<file path="src/rtl/fan_ctrl_pkg.sv">
// Shared definitions for the multi-channel fan controller: channel FSM
// encodings, configuration select codes and status codes.
package fan_ctrl_pkg;

    typedef logic [1:0] ch_state_t;

    localparam ch_state_t ST_OFF   = 2'd0;
    localparam ch_state_t ST_KICK  = 2'd1;
    localparam ch_state_t ST_RUN   = 2'd2;
    localparam ch_state_t ST_STALL = 2'd3;

    typedef enum logic [1:0] {
        SEL_DUTY   = 2'd0,
        SEL_MIN    = 2'd1,
        SEL_PERIOD = 2'd2,
        SEL_CLEAR  = 2'd3
    } cfg_sel_e;

    localparam logic [3:0] STATUS_OK    = 4'hA;
    localparam logic [3:0] STATUS_STALL = 4'hE;

endpackage

</file>
<file path="src/rtl/fan_channel.sv">
// One fan channel: shadow/active PWM registers, period counter, kick/run/stall
// FSM and tachometer synchroniser with windowed pulse counter.
module fan_channel
    import fan_ctrl_pkg::*;
#(
    parameter int DUTY_BITWIDTH  = 8,
    parameter int TACH_BITWIDTH  = 12,
    parameter int WINDOW_PERIODS = 25,
    parameter int KICK_PERIODS   = 50,
    parameter int STALL_THRESH   = 2,
    parameter int STALL_RETRIES  = 3
) (
    input  logic                     clk_i,
    input  logic                     rstn_i,
    input  logic                     tick_i,
    input  logic                     wr_en_i,
    input  logic [1:0]               sel_i,
    input  logic [DUTY_BITWIDTH:0]   data_i,
    input  logic                     tach_i,
    output logic                     pwm_o,
    output logic [TACH_BITWIDTH-1:0] tach_count_o,
    output logic                     tach_valid_o,
    output logic                     stall_o
);

    localparam int PW    = DUTY_BITWIDTH + 1;
    localparam int WIN_W = $clog2(WINDOW_PERIODS + 1);
    localparam int KCK_W = $clog2(KICK_PERIODS + 1);
    localparam int RET_W = $clog2(STALL_RETRIES + 1);

    logic [DUTY_BITWIDTH-1:0] duty_sh_reg, min_sh_reg, duty_act_reg, min_act_reg, eff;
    logic [PW-1:0]            per_sh_reg, per_act_reg, cnt_reg, per_clamp;
    logic [WIN_W-1:0]         win_reg;
    logic [KCK_W-1:0]         kick_reg, kick_next;
    logic [RET_W-1:0]         retry_reg, retry_next;
    logic [TACH_BITWIDTH-1:0] tach_cnt_reg, tach_last_reg;
    logic                     tach_s1_reg, tach_s2_reg, tach_d_reg, tach_valid_reg;
    ch_state_t                state_reg, state_next;
    logic                     wrap, win_end, rise, fail, clr_req, zero_req;

    assign per_clamp = (per_act_reg == '0) ? PW'(1) : per_act_reg;
    assign wrap      = tick_i && (cnt_reg == per_clamp);
    assign win_end   = wrap && (win_reg == WIN_W'(WINDOW_PERIODS - 1));
    assign rise      = tach_s2_reg && !tach_d_reg;
    assign fail      = tach_cnt_reg < TACH_BITWIDTH'(STALL_THRESH);
    assign clr_req   = wr_en_i && (sel_i == SEL_CLEAR);
    assign zero_req  = wr_en_i && (sel_i == SEL_DUTY) && (data_i[DUTY_BITWIDTH-1:0] == '0);
    assign eff       = (duty_act_reg > min_act_reg) ? duty_act_reg : min_act_reg;

    // Decisions at wrap use the shadow values, since those become active at that same edge.
    always_comb begin
        state_next = state_reg;
        kick_next  = kick_reg;
        retry_next = retry_reg;
        case (state_reg)
            ST_OFF: begin
                retry_next = '0;
                if (wrap && duty_sh_reg != '0) begin
                    state_next = ST_KICK;
                    kick_next  = '0;
                end
            end
            ST_KICK: begin
                retry_next = '0;
                if (wrap) begin
                    if (duty_sh_reg == '0)
                        state_next = ST_OFF;
                    else if (kick_reg == KCK_W'(KICK_PERIODS - 1))
                        state_next = ST_RUN;
                    else
                        kick_next = kick_reg + 1'b1;
                end
            end
            ST_RUN: begin
                if (win_end)
                    retry_next = fail ? retry_reg + 1'b1 : '0;
                if (wrap) begin
                    if (duty_sh_reg == '0)
                        state_next = ST_OFF;
                    else if (win_end && fail && retry_reg == RET_W'(STALL_RETRIES - 1))
                        state_next = clr_req ? ST_OFF : ST_STALL;
                end
            end
            default: begin
                retry_next = '0;
                if (clr_req || zero_req)
                    state_next = ST_OFF;
            end
        endcase
    end

    always_ff @(posedge clk_i or negedge rstn_i) begin
        if (!rstn_i) begin
            duty_sh_reg  <= '0;
            min_sh_reg   <= '0;
            per_sh_reg   <= PW'(255);
            duty_act_reg <= '0;
            min_act_reg  <= '0;
            per_act_reg  <= PW'(255);
            cnt_reg      <= '0;
            win_reg      <= '0;
            state_reg    <= ST_OFF;
            kick_reg     <= '0;
            retry_reg    <= '0;
        end else begin
            if (wr_en_i) begin
                case (sel_i)
                    SEL_DUTY:   duty_sh_reg <= data_i[DUTY_BITWIDTH-1:0];
                    SEL_MIN:    min_sh_reg  <= data_i[DUTY_BITWIDTH-1:0];
                    SEL_PERIOD: per_sh_reg  <= data_i;
                    default:    ;
                endcase
            end
            if (tick_i)
                cnt_reg <= wrap ? '0 : cnt_reg + 1'b1;
            if (wrap) begin
                duty_act_reg <= duty_sh_reg;
                min_act_reg  <= min_sh_reg;
                per_act_reg  <= per_sh_reg;
                win_reg      <= win_end ? '0 : win_reg + 1'b1;
            end
            state_reg <= state_next;
            kick_reg  <= kick_next;
            retry_reg <= retry_next;
        end
    end

    // An edge seen in the window-end cycle belongs to the new window.
    always_ff @(posedge clk_i or negedge rstn_i) begin
        if (!rstn_i) begin
            tach_s1_reg    <= 1'b0;
            tach_s2_reg    <= 1'b0;
            tach_d_reg     <= 1'b0;
            tach_cnt_reg   <= '0;
            tach_last_reg  <= '0;
            tach_valid_reg <= 1'b0;
        end else begin
            tach_s1_reg    <= tach_i;
            tach_s2_reg    <= tach_s1_reg;
            tach_d_reg     <= tach_s2_reg;
            tach_valid_reg <= win_end;
            if (win_end) begin
                tach_last_reg <= tach_cnt_reg;
                tach_cnt_reg  <= rise ? TACH_BITWIDTH'(1) : '0;
            end else if (rise && tach_cnt_reg != '1) begin
                tach_cnt_reg <= tach_cnt_reg + 1'b1;
            end
        end
    end

    assign pwm_o        = (state_reg == ST_KICK) ||
                          ((state_reg == ST_RUN) && ({1'b0, eff} > cnt_reg));
    assign stall_o      = (state_reg == ST_STALL);
    assign tach_count_o = tach_last_reg;
    assign tach_valid_o = tach_valid_reg;

endmodule

</file>
<file path="src/rtl/fan_ctrl_mc.sv">
// Multi-channel fan controller top: shared prescaler, valid/ready config
// decode with out-of-range detection, per-channel instances and status.
module fan_ctrl_mc
    import fan_ctrl_pkg::*;
#(
    parameter int NUM_CH         = 4,
    parameter int DUTY_BITWIDTH  = 8,
    parameter int PRESC_DIV      = 399,
    parameter int TACH_BITWIDTH  = 12,
    parameter int WINDOW_PERIODS = 25,
    parameter int KICK_PERIODS   = 50,
    parameter int STALL_THRESH   = 2,
    parameter int STALL_RETRIES  = 3,
    localparam int CH_W          = (NUM_CH > 1) ? $clog2(NUM_CH) : 1
) (
    input  logic                            clk_i,
    input  logic                            rstn_i,
    input  logic                            clk_en_i,
    input  logic                            cfg_valid_i,
    output logic                            cfg_ready_o,
    input  logic [CH_W-1:0]                 cfg_ch_i,
    input  logic [1:0]                      cfg_sel_i,
    input  logic [DUTY_BITWIDTH:0]          cfg_data_i,
    output logic                            cfg_err_o,
    input  logic [NUM_CH-1:0]               tach_i,
    output logic [NUM_CH-1:0]               pwm_o,
    output logic [NUM_CH*TACH_BITWIDTH-1:0] tach_count_o,
    output logic [NUM_CH-1:0]               tach_valid_o,
    output logic [NUM_CH-1:0]               stall_o,
    output logic [3:0]                      state_o
);

    localparam int PS_W = (PRESC_DIV > 0) ? $clog2(PRESC_DIV + 1) : 1;

    logic [PS_W-1:0]      presc_reg;
    logic                 tick, xfer, cfg_ready_reg, cfg_err_reg;
    logic [2**CH_W-1:0]   ch_exists;

    assign tick = clk_en_i && (presc_reg == PS_W'(PRESC_DIV));
    assign xfer = cfg_valid_i && cfg_ready_reg;

    always_ff @(posedge clk_i or negedge rstn_i) begin
        if (!rstn_i) begin
            presc_reg     <= '0;
            cfg_ready_reg <= 1'b1;
            cfg_err_reg   <= 1'b0;
        end else begin
            if (clk_en_i)
                presc_reg <= tick ? '0 : presc_reg + 1'b1;
            cfg_ready_reg <= !xfer;
            cfg_err_reg   <= xfer && !ch_exists[cfg_ch_i];
        end
    end

    // Indices beyond NUM_CH are still accepted so the host never deadlocks.
    for (genvar gi = 0; gi < 2**CH_W; gi++) begin : g_exists
        assign ch_exists[gi] = (gi < NUM_CH);
    end

    for (genvar gi = 0; gi < NUM_CH; gi++) begin : g_ch
        logic wr_en;
        assign wr_en = xfer && (cfg_ch_i == CH_W'(gi));

        fan_channel #(
            .DUTY_BITWIDTH (DUTY_BITWIDTH),
            .TACH_BITWIDTH (TACH_BITWIDTH),
            .WINDOW_PERIODS(WINDOW_PERIODS),
            .KICK_PERIODS  (KICK_PERIODS),
            .STALL_THRESH  (STALL_THRESH),
            .STALL_RETRIES (STALL_RETRIES)
        ) u_ch (
            .clk_i       (clk_i),
            .rstn_i      (rstn_i),
            .tick_i      (tick),
            .wr_en_i     (wr_en),
            .sel_i       (cfg_sel_i),
            .data_i      (cfg_data_i),
            .tach_i      (tach_i[gi]),
            .pwm_o       (pwm_o[gi]),
            .tach_count_o(tach_count_o[gi*TACH_BITWIDTH +: TACH_BITWIDTH]),
            .tach_valid_o(tach_valid_o[gi]),
            .stall_o     (stall_o[gi])
        );
    end

    assign cfg_ready_o = cfg_ready_reg;
    assign cfg_err_o   = cfg_err_reg;
    assign state_o     = (|stall_o) ? STATUS_STALL : STATUS_OK;

endmodule

</file>
<file path="config.mk">
export PLATFORM = sky130hd
export DESIGN_NAME = fan_ctrl_mc
export DESIGN_NICKNAME = d
export VERILOG_FILES = /design/src/rtl/fan_ctrl_pkg.sv /design/src/rtl/fan_channel.sv /design/src/rtl/fan_ctrl_mc.sv
export SDC_FILE = /design/constraint.sdc
export NUM_CORES = 1
export LEC_CHECK = 0
export ABC_AREA = 1
export ABC_CLOCK_PERIOD_IN_PS = 6300
export CAP_MARGIN = 10
export CORE_ASPECT_RATIO = 0.8
export CORE_MARGIN = 3
export CORE_UTILIZATION = 55
export CTS_CLUSTER_DIAMETER = 60
export DETAILED_ROUTE_END_ITERATION = 6
export PLACE_DENSITY = 0.73
export SYNTH_ARGS = -nofsm -noshare
export SYNTH_HDL_FRONTEND = slang
export SYNTH_SLANG_ARGS = --single-unit
</file>
<file path="constraint.sdc">
create_clock -name clk_i -period 6.3 [get_ports clk_i]
set_clock_uncertainty 0.1 [all_clocks]
set_input_delay 0.63 -clock clk_i [delete_from_list [all_inputs] [get_ports clk_i]]
set_output_delay 0.63 -clock clk_i [all_outputs]
set_load 0.01 [all_outputs]
</file>
== Yosys cells after proc, flatten, opt, wreduce, memory -nomap -nowiden ==
Cells that the tools add are included.

* Output and inout port bits: 66
* Bits in registers: 419
* Input bits: 21
* Word-level logic and storage cells: 397

* Muxes and demuxes: 104
* Add/subtract/negate cells: 21
* Equality and inequality tests: 71
* Reduce and logical (&&, ||, !) cells: 117
* Order comparisons: 13

{| class="wikitable"
|+ Operator list
! cell !! count
|-
| 12-bit two-way mux || 8
|-
| 2-bit two-way mux || 48
|-
| 6-bit two-way mux || 16
|-
| 9-bit two-way mux || 9
|-
| 1-bit logical AND || 51
|-
| 12-bit by 1-bit adder with 12-bit output, second input constant || 4
|-
| 12-bit by 2-bit less-than comparator with 1-bit output, second input constant || 4
|-
| 12-bit != test, second input constant || 4
|-
| 6-bit one-hot mux with 2 select lines || 4
|-
| 9-bit by 1-bit adder with 9-bit output, second input constant || 5
|-
| 8-bit logical NOT || 5
|-
| 9-bit equality test || 4
|-
| 8-bit by 9-bit greater-than comparator with 1-bit output || 4
|-
| 9-bit logical NOT || 4
|-
| 2-bit equality test, second input constant || 16
|-
| 8-bit greater-than comparator || 4
|-
| 8-bit two-way mux || 4
|-
| 2-bit by 1-bit != test with 1-bit output, second input constant || 16
|-
| 8-bit nonzero test || 4
|-
| 6-bit by 1-bit adder with 6-bit output, second input constant || 4
|-
| 6-bit equality test, second input constant || 4
|-
| 3-bit by 1-bit != test with 1-bit output, second input constant || 8
|-
| 2-bit one-hot mux with 3 select lines || 4
|-
| 2-bit AND reduction || 12
|-
| other kinds (19) || 80
|}

== Longest topological paths before layout ==
* Word-level depth: 11
* Depth in mapped cells: 21
* Mapped depth without buffers: 19

== Cells and area by module ==
From an unflattened synthesis, not the netlist that was laid out.

* Cell total of the unflattened synthesis: 2,591
* Area total of the unflattened synthesis: 21,279.2 um^2

{| class="wikitable"
|+ Modules (own cells, without submodules)
! module !! seq. area each (um^2) !! area an instance (um^2) !! cells each !! times used
|-
| fan_channel (g_ch[1].u_ch ...) || 2,572.5 || 5,142.4 || 623 || 2
|-
| fan_channel (g_ch[0].u_ch) || 2,572.5 || 5,303.8 || 654 || 1
|-
| fan_channel (g_ch[3].u_ch) || 2,572.5 || 5,083.6 || 611 || 1
|-
| fan_ctrl_mc || 251.5 || 606.8 || 80 || 1
|}

== Least setup slack after synthesis ==
Ideal clock, no wire load.

* Path type: register to output
* From: reg g_ch[3].u_ch.duty_act_reg[7]
* To: out pwm_o[3]
* Arrival: 2.921 ns
* Setup slack: 2.649 ns
* Buffers on the path: 2
* Data required time: 5.570 ns
* Stages on the path, launching flop included: 18
* Path through: dfrtp_1 ha_1 nand2_1 inv_1 nand3_1 o32ai_1 clkbuf_1 a21oi_1 ha_1 nand2_1 nor2_1 a211oi_1 o21ai_0 nand3_1 nand2_1 a21oi_1 o31ai_1 buf_4

* Longest elaborated chain between the ends: 5

{| class="wikitable"
|+ RTL lines
! what !! RTL line !! RTL
|-
| from (decl) || fan_channel.sv:31 || <nowiki>logic [DUTY_BITWIDTH-1:0] duty_sh_reg, min_sh_reg, duty_act_reg, min_act_reg, eff;</nowiki>
|-
| from (signal assigned) || fan_channel.sv:117 || <nowiki>duty_act_reg <= duty_sh_reg;</nowiki>
|-
| 8-bit greater-than comparator || fan_channel.sv:48 || <nowiki>assign eff = (duty_act_reg > min_act_reg) ? duty_act_reg : min_act_reg;</nowiki>
|-
| 8-bit two-way mux * || fan_channel.sv:48 ||
|-
| 8-bit by 9-bit greater-than comparator with 1-bit output * || fan_channel.sv:152 || <nowiki>((state_reg == ST_RUN) && ({1'b0, eff} > cnt_reg));</nowiki>
|-
| 1-bit logical AND * || fan_channel.sv:152 ||
|-
| 1-bit logical OR * || fan_channel.sv:151 || <nowiki>assign pwm_o = (state_reg == ST_KICK) ||</nowiki>
|-
| to (decl) || fan_ctrl_mc.sv:26 || <nowiki>output logic [NUM_CH-1:0] pwm_o,</nowiki>
|}

Every way passes the cells marked *; elsewhere a longest branch is shown, timed or not.

== Final worst setup path ==
* From: reg g_ch[0].u_ch.duty_act_reg[7]
* To: out pwm_o[0]

* Longest elaborated chain between the ends: 5

{| class="wikitable"
|+ RTL lines
! what !! RTL line
|-
| from (decl) || fan_channel.sv:31
|-
| from (signal assigned) || fan_channel.sv:117
|-
| 8-bit greater-than comparator || fan_channel.sv:48
|-
| 8-bit two-way mux * || fan_channel.sv:48
|-
| 8-bit by 9-bit greater-than comparator with 1-bit output * || fan_channel.sv:152
|-
| 1-bit logical AND * || fan_channel.sv:152
|-
| 1-bit logical OR * || fan_channel.sv:151
|}

Marks and branches as above.

==> flow_summary_export.csv <==
group,metric,value,unit
logic_synthesis,yosys.area_share.simple,21.5,%
drt,drc,0,
drt,drt_iter0_markers,1314,
floorplan,dieArea,0.0410,sq mm
timing,report.final.slew_viol_count,0,
setup_path,critPathMaxFanout,16,
floorplan,die_h,182,um
timing,final-hold-violation-count,0,
placed_design,dp_hpwl,34000,um
layout,syn2layout_area_growth,11.7,%
power,intPower,4.71,mW
placed_design,portBuffers,82,
layout,num-fill-cells,3214,
hold_path,hp-class,"input pin to async pin",
floorplan,start_util,56.5,%
logic_synthesis,synth_compound_area_share,11.7,%
logic_synthesis,async_flop_share,100,%
global_route,grt.total_usage,24.2,%
power,p_seq_share,50.1,%
logic_synthesis,yosys_warnings,0,
clocking,htreeDepth,2,
layout,fin_util,63.1,%
clocking,cts_resized,0,
power,p_switching,1.66,mW
logic_synthesis,yosysTopAreaCell,"dfrtp_1",
run,maxCapViolCount,0,
logic_synthesis,dominantRegCellSynth,"dfrtp_1",
logic_synthesis,synth_top_area_share,41.6,%
power,pwr-share-clk,40.3,%
floorplan,core_area,0.0376,sq mm
global_route,antenna_found_initial,0,
timing,period_minus_slack,5.16,ns
logic_synthesis,synth_commonest_cells,"607 x nand2_1, 355 x inv_1, 353 x dfrtp_1, 269 x o21ai_0, 199 x nor2_1",
logic_synthesis,ys_types,51,
setup_path,end_kind,"primary output",
logic_synthesis,synth_top_family_by_area,"simple AND/OR/NAND/NOR gates",
drt,top_layer,"met4",
drt,first_pass_iters,7,
power,p_per_area,269,mW/mm^2
timing,fmax,194,MHz
power,pwr-share-comb,9.6,%
placed_design,post-place-ws,1.77,ns
timing,period_share,81.9,%
timing,fin_setup_tns,0,ns
global_route,grt_remaining_overflow,0,
clocking,cts_setup_buffers,0,
clocking,cts_buffers,43,
floorplan,num_io_pins,87,
placed_design,gp_congestion,0.903,
setup_path,critical_path_class,"flop to primary output",
floorplan,core.rowCount,63,
clocking,cts_tree,"done",
global_route,grt_pass1_wl,81800,um
global_route,first_global_vias,16363,
setup_path,worstPathArrival,4.43,ns
drt,met2_length,21900,um
layout,multi_input_area,0.00887,sq mm
placed_design,placed_cell_area,0.0223,sq mm
layout,n_antenna_cell,0,
clocking,clkLatencyLatePin,0.55,ns
clocking,clk_pin_slew_worst_paths,0.06,ns
logic_synthesis,synth_mux_area_share,0.0942,%
drt,wl_met1,23200,um
logic_synthesis,syn-instance-count,2562,
power,p_sw_share,26.0,%
drt,vias,17063,
global_route,grt_start_max_net_pins,164,
timing,setup_viol,0,
power,peakVddDrop,0.227,mV
power,power.leakage,11.7,nW
clocking,root_buffer,"clkbuf_16",
timing,finalWorstSetupSlack,1.14,ns
logic_synthesis,synth-seq-cells,418,
drt,avgRoutedWirePerCell,15.6,um
timing,rsz0062_at_grt,"no",
clocking,holdBufCountCts,0,
setup_path,cp-start-kind,"flop",
drt,ant_nets,0,
layout,final_area,0.0237,sq mm
logic_synthesis,synthTopCellsByArea,"dfrtp_1 42%, nand2_1 11%, dfstp_2 8.0%",
drt,wl_met3,2610,um
layout,final_nets,2747,
clocking,clock_sinks,418,
run_status,outcome,"finished, final reports clean",
logic_synthesis,yosysSeqAreaShare,49.6,%
logic_synthesis,yosysMostFrequentCell,"nand2_1",
drt,via_per_inst,5.44,
clocking,cts_buffer_depth,3,
floorplan,die_w,226,um
setup_path,required,5.57,ns
layout,drive_gt1_share,6.71,%
layout,seq_area,0.0105,sq mm
timing,slew_headroom,31.2,%
drt,postRouteWirelength,48900,um
logic_synthesis,synth_area_per_cell,8.29,sq um
logic_synthesis,synth_edf_count,0,
timing,worstMarginPinSlew,1.03,ns
logic_synthesis,synth_area,0.0213,sq mm
logic_synthesis,synth_xor_area_share,2.02,%
logic_synthesis,synthAdderAreaFrac,6.42,%
[kinds of logic after synthesis]
kind of cell	after synthesis
DFF	418
other	2
muxes	2
adders and majority gates	109
xor gates and xnor gates	49
AOI/OAI and AO/OA	466
buffers and inverters	446
and+or+nand+nor	1070
[cells in the final DEF (no fill, tap or decap), types with 4 or more instances in the layout]
cell,instances
xor2_1,48
inv_1,355
a211oi_1,4
clkbuf_1,13
dfstp_2,65
o21ai_2,10
ha_1,109
nor3b_1,12
nor3_1,49
inv_2,7
nand4_1,62
a21oi_1,111
nand2_2,6
clkdlybuf4s50_1,81
o21ai_0,269
nand2_1,607
conb_1,4
o21ai_1,35
nor2_2,4
buf_4,5
clkbuf_16,45
clkbuf_8,11
nor4_1,10
o211ai_1,10
dfrtp_1,353
nand3_1,101
clkinv_2,6
o31ai_1,12
nor2_1,199
o21bai_1,5
[worst max-delay path: stages, from the launching register on]
cell and delay [ns]:
dfrtp_1 0.40, ha_1 0.30, nand2_1 0.07, nor2_1 0.14
nand3_1 0.08, o21ai_1 0.77, a21oi_1 0.18, ha_1 0.34
nand2_1 0.07, nor2_1 0.09, a211oi_1 0.05, o21ai_0 0.14
nand3_1 0.09, nand2_1 0.07, a21oi_1 0.09, o31ai_1 0.37
clkdlybuf4s50_1 0.63
[final timing paths]
path	from	to	slack, ns	cells past startpoint
max	g_ch[0].u_ch.duty_act_reg[7]$_DFFE_PN0N_	pwm_o[0]	1.14	16
max in group asynchronous	rstn_i	g_ch[3].u_ch.tach_count_o[2]$_DFFE_PN0N_	4.60	2
max reg2reg	presc_reg[0]$_DFFE_PN0P_	g_ch[1].u_ch.kick_reg[4]$_DFFE_PN0P_	2.78	13
min reg2reg	g_ch[1].u_ch.tach_s1_reg$_DFF_PN0_	g_ch[1].u_ch.tach_s2_reg$_DFF_PN0_	0.25	0
min in group clk_i	g_ch[1].u_ch.tach_s1_reg$_DFF_PN0_	g_ch[1].u_ch.tach_s2_reg$_DFF_PN0_	0.25	0
min	rstn_i	g_ch[0].u_ch.tach_count_o[8]$_DFFE_PN0N_	0.04	1
[metal layers]
| metal | up-vias | track usage (%) |
|---|---|---|
| li1 | 8383 | - |
| met1 | 8241 | 35.5 |
| met2 | 362 | 37.6 |
| met3 | 77 | 4.04 |
| met4 | 0 | 6.12 |
| met5 | - | 0 |
[power by group through the flow]
stage | sequential [mW] | combinational (mW) | clock [mW]
2_1_floorplan | 3.18 | 0.419 | 0
3_3_place_gp | 3.22 | 0.578 | 0
3_5_place_dp | 3.23 | 0.611 | 0
4_1_cts | 3.19 | 0.617 | 2.62
5_1_grt | 3.23 | 0.711 | 2.74
6_report | 3.19 | 0.611 | 2.57
[stage by stage]
| step | cells | power (mW) | hold slack (ns) |
|---|---|---|---|
| global placement | 3059 | 3.80 | 0.232 |
| CTS | 3138 | 6.43 | 0.0948 |
| finish | 3138 | 6.37 | 0.0375 |
| detailed placement | 3059 | 3.84 | 0.236 |
| global route | 3138 | 6.68 | 0.132 |
| floorplan | 2564 | 3.60 | 0.231 |
[area by class of cell]
type / count / share of cell area (%)
clock buffer: 69 / 5.59
tap: 487 / 2.57
clock inverter: 10 / 0.443
sequential: 418 / 44.4
timing repair buffer: 89 / 3.81
inverter: 365 / 5.78
multi-input combinational: 1700 / 37.4
(Power assumes the default switching activity.)
